**src/rtl/sw_reg_pkg.sv**
```systemverilog
// Shared constants and address-decode helpers for the software register bank.
//   SW_REG_DW  : register / data width in bits
//   SW_REG_BE  : number of byte lanes
//   sw_reg_idx : word index of a byte address relative to the bank base
//   sw_reg_hit : address lies inside [base, high] and maps to an existing register
package sw_reg_pkg;

    localparam int unsigned SW_REG_DW = 32;
    localparam int unsigned SW_REG_BE = 4;

    // Word index; adr[1:0] is dropped.
    function automatic logic [31:0] sw_reg_idx(input logic [31:0] adr,
                                               input logic [31:0] base);
        logic [31:0] off;
        off = adr - base;
        return {2'b00, off[31:2]};
    endfunction

    // The index is only meaningful once the range check has passed.
    function automatic logic sw_reg_hit(input logic [31:0]  adr,
                                        input logic [31:0]  base,
                                        input logic [31:0]  high,
                                        input int unsigned  nregs);
        return (adr >= base) && (adr <= high) && (sw_reg_idx(adr, base) < 32'(nregs));
    endfunction

endpackage

```
**src/rtl/sw_reg_cell.sv**
```systemverilog
// One 32-bit read/write register with byte-lane write enables and a write strobe.
//   clk, rst  : clock, synchronous active-high reset
//   wr_en     : write this register this cycle
//   sel       : byte lane enables for the write
//   wdata     : write data
//   q         : current register value
//   wr_stb    : one-cycle pulse following every write, even when sel is all zero
module sw_reg_cell
    import sw_reg_pkg::*;
#(
    parameter logic [SW_REG_DW-1:0] C_RESET_VAL = '0
) (
    input  logic                 clk,
    input  logic                 rst,
    input  logic                 wr_en,
    input  logic [SW_REG_BE-1:0] sel,
    input  logic [SW_REG_DW-1:0] wdata,
    output logic [SW_REG_DW-1:0] q,
    output logic                 wr_stb
);

    // Byte-merge write; strobe tracks the write request itself.
    always_ff @(posedge clk) begin
        if (rst) begin
            q      <= C_RESET_VAL;
            wr_stb <= 1'b0;
        end else begin
            wr_stb <= wr_en;
            if (wr_en) begin
                for (int unsigned k = 0; k < SW_REG_BE; k++) begin
                    if (sel[k]) begin
                        q[8*k +: 8] <= wdata[8*k +: 8];
                    end
                end
            end
        end
    end

endmodule

```
**src/rtl/sw_reg_bank.sv**
```systemverilog
// Bank of C_NUM_REGS 32-bit software registers on a Wishbone classic slave port.
// Each register is read-only (captured from the fabric every clock) or read/write
// (bus-written, driven to the fabric with a write strobe), chosen by C_RO_MASK.
// Optional feature macro: SW_REG_BANK_ERR_EN -- when defined, writes to read-only
// registers and out-of-range accesses end with wb_err_o instead of wb_ack_o.
// Ports:
//   wb_clk_i, wb_rst_i   : clock, synchronous active-high reset
//   wb_cyc_i, wb_stb_i   : bus cycle / strobe
//   wb_we_i, wb_sel_i    : write enable, byte lanes
//   wb_adr_i, wb_dat_i   : byte address, write data
//   wb_dat_o             : read data, non-zero only during a read ack
//   wb_ack_o, wb_err_o   : one-cycle termination pulses
//   fabric_data_in       : per-register capture inputs (read-only lanes only)
//   fabric_data_out      : read/write register values, zero on read-only lanes
//   fabric_wr_stb        : per-register write pulse
module sw_reg_bank
    import sw_reg_pkg::*;
#(
    parameter logic [31:0]           C_BASEADDR  = 32'h0000_0000,
    parameter logic [31:0]           C_HIGHADDR  = 32'h0000_FFFF,
    parameter int unsigned           C_NUM_REGS  = 8,
    parameter logic [C_NUM_REGS-1:0] C_RO_MASK   = 8'h0F,
    parameter logic [31:0]           C_RESET_VAL = 32'h0000_0000
) (
    input  logic                            wb_clk_i,
    input  logic                            wb_rst_i,
    input  logic                            wb_cyc_i,
    input  logic                            wb_stb_i,
    input  logic                            wb_we_i,
    input  logic [SW_REG_BE-1:0]            wb_sel_i,
    input  logic [31:0]                     wb_adr_i,
    input  logic [SW_REG_DW-1:0]            wb_dat_i,
    output logic [SW_REG_DW-1:0]            wb_dat_o,
    output logic                            wb_ack_o,
    output logic                            wb_err_o,
    input  logic [SW_REG_DW*C_NUM_REGS-1:0] fabric_data_in,
    output logic [SW_REG_DW*C_NUM_REGS-1:0] fabric_data_out,
    output logic [C_NUM_REGS-1:0]           fabric_wr_stb
);

`ifdef SW_REG_BANK_ERR_EN
    localparam bit ERR_EN = 1'b1;
`else
    localparam bit ERR_EN = 1'b0;
`endif

    logic                  req_c;
    logic                  hit_c;
    logic                  ro_c;
    logic                  bad_c;
    logic                  wr_req_c;
    logic [31:0]           idx_c;
    logic [SW_REG_DW-1:0]  rd_val_c;
    logic [C_NUM_REGS-1:0] cell_we_c;
    logic [SW_REG_DW-1:0]  reg_val [C_NUM_REGS];

    // A new request is accepted only while no termination is being presented.
    assign req_c    = wb_cyc_i & wb_stb_i & ~wb_ack_o & ~wb_err_o;
    assign idx_c    = sw_reg_idx(wb_adr_i, C_BASEADDR);
    assign hit_c    = sw_reg_hit(wb_adr_i, C_BASEADDR, C_HIGHADDR, C_NUM_REGS);
    assign wr_req_c = req_c & wb_we_i & hit_c;
    assign bad_c    = ~hit_c | (wb_we_i & ro_c);

    // Register select: read mux, read-only flag and per-cell write enables.
    always_comb begin
        ro_c      = 1'b0;
        rd_val_c  = '0;
        cell_we_c = '0;
        for (int unsigned i = 0; i < C_NUM_REGS; i++) begin
            if (idx_c == 32'(i)) begin
                ro_c         = C_RO_MASK[i];
                rd_val_c     = reg_val[i];
                cell_we_c[i] = wr_req_c & ~C_RO_MASK[i];
            end
        end
    end

    // Termination and read data; a request coinciding with reset is dropped.
    always_ff @(posedge wb_clk_i) begin
        if (wb_rst_i) begin
            wb_ack_o <= 1'b0;
            wb_err_o <= 1'b0;
            wb_dat_o <= '0;
        end else begin
            wb_ack_o <= req_c & ~(ERR_EN & bad_c);
            wb_err_o <= req_c & ERR_EN & bad_c;
            wb_dat_o <= (req_c & ~wb_we_i & hit_c) ? rd_val_c : '0;
        end
    end

    // Per-register storage: capture flop for read-only lanes, RW cell otherwise.
    for (genvar i = 0; i < int'(C_NUM_REGS); i++) begin : g_reg
        if (C_RO_MASK[i]) begin : g_ro
            logic [SW_REG_DW-1:0] cap_q;
            logic                 unused_we;

            always_ff @(posedge wb_clk_i) begin
                if (wb_rst_i) begin
                    cap_q <= '0;
                end else begin
                    cap_q <= fabric_data_in[SW_REG_DW*i +: SW_REG_DW];
                end
            end

            assign unused_we                                   = cell_we_c[i];
            assign reg_val[i]                                  = cap_q;
            assign fabric_data_out[SW_REG_DW*i +: SW_REG_DW]   = '0;
            assign fabric_wr_stb[i]                            = 1'b0;
        end else begin : g_rw
            logic [SW_REG_DW-1:0] cell_q;
            logic                 cell_stb;
            logic                 unused_fabric_in;

            sw_reg_cell #(
                .C_RESET_VAL (C_RESET_VAL)
            ) u_cell (
                .clk    (wb_clk_i),
                .rst    (wb_rst_i),
                .wr_en  (cell_we_c[i]),
                .sel    (wb_sel_i),
                .wdata  (wb_dat_i),
                .q      (cell_q),
                .wr_stb (cell_stb)
            );

            assign unused_fabric_in                            = ^fabric_data_in[SW_REG_DW*i +: SW_REG_DW];
            assign reg_val[i]                                  = cell_q;
            assign fabric_data_out[SW_REG_DW*i +: SW_REG_DW]   = cell_q;
            assign fabric_wr_stb[i]                            = cell_stb;
        end
    end

endmodule

```
**config.mk**
```make
export PLATFORM = sky130hd
export DESIGN_NAME = sw_reg_bank
export DESIGN_NICKNAME = d
export VERILOG_FILES = /design/src/rtl/sw_reg_pkg.sv /design/src/rtl/sw_reg_cell.sv /design/src/rtl/sw_reg_bank.sv
export SDC_FILE = /design/constraint.sdc
export NUM_CORES = 1
export LEC_CHECK = 0
export ABC_CLOCK_PERIOD_IN_PS = 3200
export BUFFER_PORTS_ARGS = -buffer_cell sky130_fd_sc_hd__buf_2
export CAP_MARGIN = 20
export CELL_PAD_IN_SITES_DETAIL_PLACEMENT = 0
export CELL_PAD_IN_SITES_GLOBAL_PLACEMENT = 1
export CORE_AREA = 10 10 233 235
export CTS_BUF_LIST = sky130_fd_sc_hd__clkbuf_2
export DETAILED_ROUTE_END_ITERATION = 16
export DIE_AREA = 0 0 243 245
export GPL_TIMING_DRIVEN = 0
export PLACE_DENSITY_LB_ADDON = 0.08
export SLEW_MARGIN = 25
export SYNTH_ARGS = -nofsm -noshare
export SYNTH_HDL_FRONTEND = slang
export SYNTH_SLANG_ARGS = --single-unit
```
**constraint.sdc**
```tcl
create_clock -name wb_clk_i -period 3.2 [get_ports wb_clk_i]
set_clock_uncertainty 0.15 [all_clocks]
set_input_delay 0.64 -clock wb_clk_i [delete_from_list [all_inputs] [get_ports wb_clk_i]]
set_output_delay 0.64 -clock wb_clk_i [all_outputs]
set_load 0.1 [all_outputs]
```
==> flow_metrics.env <==
export IMPL_setup_viol=0
export IMPL_start_kind="input pin"
export IMPL_total_leakage_power_uw=0.009272
export IMPL_die_h_um=245
export IMPL_num_fill_cells=5189
export IMPL_yosysSeqAreaShare_pct=44.78
export IMPL_hold_ws_ns=0.1713
export IMPL_synth_seq_cells=293
export IMPL_switching_share_pct=34.85
export IMPL_syn_mean_instance_area_um2=10.58
export IMPL_cts_sinks=293
export IMPL_peakVddDrop_mv=0.1891
export IMPL_worstHoldStart="wb_adr_i[5]"
export IMPL_port_buffers=363
export IMPL_firstDrtPassIters=5
export IMPL_tightest_slew_ns=0.9349
export IMPL_synth_xor_area_share_pct=0
export IMPL_cts_made_buffers=83
export IMPL_startpoint="wb_adr_i[15]"
export IMPL_synth_top_family_by_area="simple AND/OR/NAND/NOR gates"
export IMPL_via_count=11309
export IMPL_grt_max_degree=13
export IMPL_die_w_um=243
export IMPL_p_sw_uw=2810
export IMPL_multi_input_area_um2=6277
export IMPL_clk_pin_slew_ns=0.09
export IMPL_first_iter_violations=500
export IMPL_wl_per_cell_um=22.37
export IMPL_synth_compound_area_share_pct=5.692
export IMPL_path_max_fanout=10
export IMPL_start_util_pct=26.38
export IMPL_layout_area_seq_um2=5866
export IMPL_area_growth_pct=43.47
export IMPL_seqPwrFrac_pct=46.5
export IMPL_cp_endpoint="wb_dat_o[8]"
export IMPL_antenna_found_initial=3
export IMPL_rsz0062_at_grt="no"
export IMPL_hold_class="in2reg"
export IMPL_wirelength_mm=61.14
export IMPL_cts_tree="done"
export IMPL_fin_area_um2=18790
export IMPL_gp_congestion=0.7706
export IMPL_grt_overflow_total=0
export IMPL_rr_worst_depth=7
export IMPL_grt_pass1_vias=12015
export IMPL_cap_violations=0
export IMPL_rows=82
export IMPL_yosys_warnings=0
export IMPL_root_buffer="clkbuf_2"
export IMPL_hold_violations=0
export IMPL_clkPwrFrac_pct=33.3
export IMPL_drc=0
export IMPL_yosys_area_share_adder_pct=0
export IMPL_final_cells=2733
export IMPL_finish_utilization_pct=37.85
export IMPL_finalCritPeriodShare_pct=95.48
export IMPL_drv_slew=0
export IMPL_dp_hpwl_mm=47.37
export IMPL_worst_setup_path_type="in2reg"
export IMPL_arrival_ns=3.66
export IMPL_maxSlewHeadroom_pct=37.67
export IMPL_dpl_cell_area_um2=16250
export IMPL_grt_use_total_pct=19.89
export IMPL_synthMuxAreaShare_pct=16.72
export IMPL_p_int_uw=5253
export IMPL_synthCells=1238
export IMPL_setup_ws_ns=0.1447
export IMPL_fmax_ghz=0.3273
export IMPL_clk_latency_ns=1.02
export IMPL_min_period_ns=3.055
export IMPL_grt_first_pass_wirelength_mm=86.43
export IMPL_io_pins=627
export IMPL_die_area_um2=59540
export IMPL_crit_required_ns=3.80
export IMPL_synth_cell_types=44
export IMPL_reg2reg_slack_ns=0.34
export IMPL_nets=2331
export IMPL_htreeDepth=3
export IMPL_avgViaCountPerCell=4.138
export IMPL_syn_area_um2=13100
export IMPL_dp_slack_ns=-0.2587
export IMPL_timing_rr_start="wb_ack_o"
export IMPL_dp_cells=2405
export IMPL_clockBufferDepth=3
export IMPL_outcome="finished clean"
export IMPL_drive_gt1_share_pct=35.55
export IMPL_synth_simple_area_share_pct=21.69
export IMPL_powerDensity_nw_per_um2=429.0
export IMPL_ant_nets=0
export IMPL_final_cell_mix="381 x buf_2, 293 x dfxtp_1, 182 x dlygate4sd3_1"
export IMPL_end_kind="flop"
export IMPL_r2r_end="wb_dat_o[8]"
export IMPL_final_common_cell="buf_2"
export IMPL_pwr_share_comb_pct=20.2
export IMPL_core_area_um2=49660
==> Yosys cell counts, drive strengths merged <==
master / count / area share (%)
a211o: 10 / 0.67
a211oi: 26 / 1.5
a221oi: 11 / 0.74
a22oi: 15 / 0.86
and2: 1 / 0.048
and3: 5 / 0.28
and3b: 1 / 0.067
and4: 7 / 0.52
buf: 173 / 9.8
clkbuf: 46 / 1.3
conb: 1 / 0.029
dfxtp: 293 / 45
mux2: 17 / 1.5
mux2i: 139 / 11
mux4: 27 / 4.6
nand2: 30 / 0.88
nand2b: 163 / 7.8
nand3: 5 / 0.40
nand4: 14 / 1.6
nor2: 27 / 0.83
nor2b: 151 / 7.2
nor3: 15 / 0.66
nor3b: 1 / 0.095
nor4: 10 / 0.64
nor4bb: 1 / 0.076
o21ai: 21 / 0.80
o221ai: 17 / 1.1
or2: 1 / 0.048
or2b: 10 / 0.57
==> metrics by stage <==
| step | power, uW | TNS (ns) |
|---|---|---|
| 6_report | 8063 | 0 |
| 5_1_grt | 8473 | 0 |
| 4_1_cts | 8219 | 0 |
| 3_5_place_dp | 5285 | -1.777 |
| 3_3_place_gp | 5283 | -2.426 |
| 2_1_floorplan | 4949 | 0 |
==> state kept, by name, indices dropped and copies added (netlist names) <==
signal	cells
g.g_ro.cap_q	128
g.g_rw.u_cell.q	128
wb_dat_o	32
g.g_rw.u_cell.wr_stb	4
wb_ack_o	1
==> worst min-delay path by stage <==
stage,cells after the start,endpoint,slack [ns]
global placement,2,g_reg[4].g_rw.u_cell.q[18],0.32
detailed placement,2,g_reg[4].g_rw.u_cell.q[3],0.32
global route,5,wb_dat_o[2],0.10
CTS,3,g_reg[2].g_ro.cap_q[11],0.02
finish,5,wb_dat_o[2],0.17
floorplan,2,wb_dat_o[25],0.41
==> area by class of cell <==
class | instances | share of cell area (%)
tap | 672 | 4.474
buffer | 219 | 7.729
timing repair buffer | 547 | 19.44
clock inverter | 22 | 0.5259
antenna | 2 | 0.02663
clock buffer | 120 | 3.196
multi-input combinational | 858 | 33.40
sequential | 293 | 31.21
==> cells by family (layout without fill, tap and decap cells) <==
logic type	after synthesis	count (layout)
other cells	1	135
flops	293	293
compound gates	100	100
simple gates	442	442
buf+inv	219	908
mux	183	183
==> metal layers <==
metal	global-route usage (%)	vias up	wire [um]
met5	0	-	12
met4	5.367	2	857
met3	5.897	49	4002
met2	31.95	374	28410
met1	25.55	5340	27860
li1	-	5544	-
==> worst max-delay path, stage by stage <==
cell           delay, ns
dlygate4sd3_1       0.55
buf_2               0.13
nor4_2              0.60
nand4_1             0.64
o21ai_0             0.75
a221oi_1            0.34
==> power groups by stage <==
| stage | logic [uW] | registers (uW) | clock network [uW] |
|---|---|---|---|
| final | 1630 | 3750 | 2680 |
| after detailed placement | 1450 | 3840 | 0 |
| after global routing | 1720 | 3760 | 3000 |
| after CTS | 1620 | 3750 | 2840 |
| after floorplan | 1120 | 3830 | 0 |
| after global placement | 1450 | 3840 | 0 |
==> timing repair <==
| item | 4_1_cts | 5_1_grt |
|---|---|---|
| hold buffers | 182 | 0 |
| setup endpoints to repair | 0 | 3 |
| gates resized for setup | 0 | 0 |
| setup buffers | 0 | 2 |
| endpoints found under the hold margin | 263 | 0 |
(Power assumes the default switching activity.)
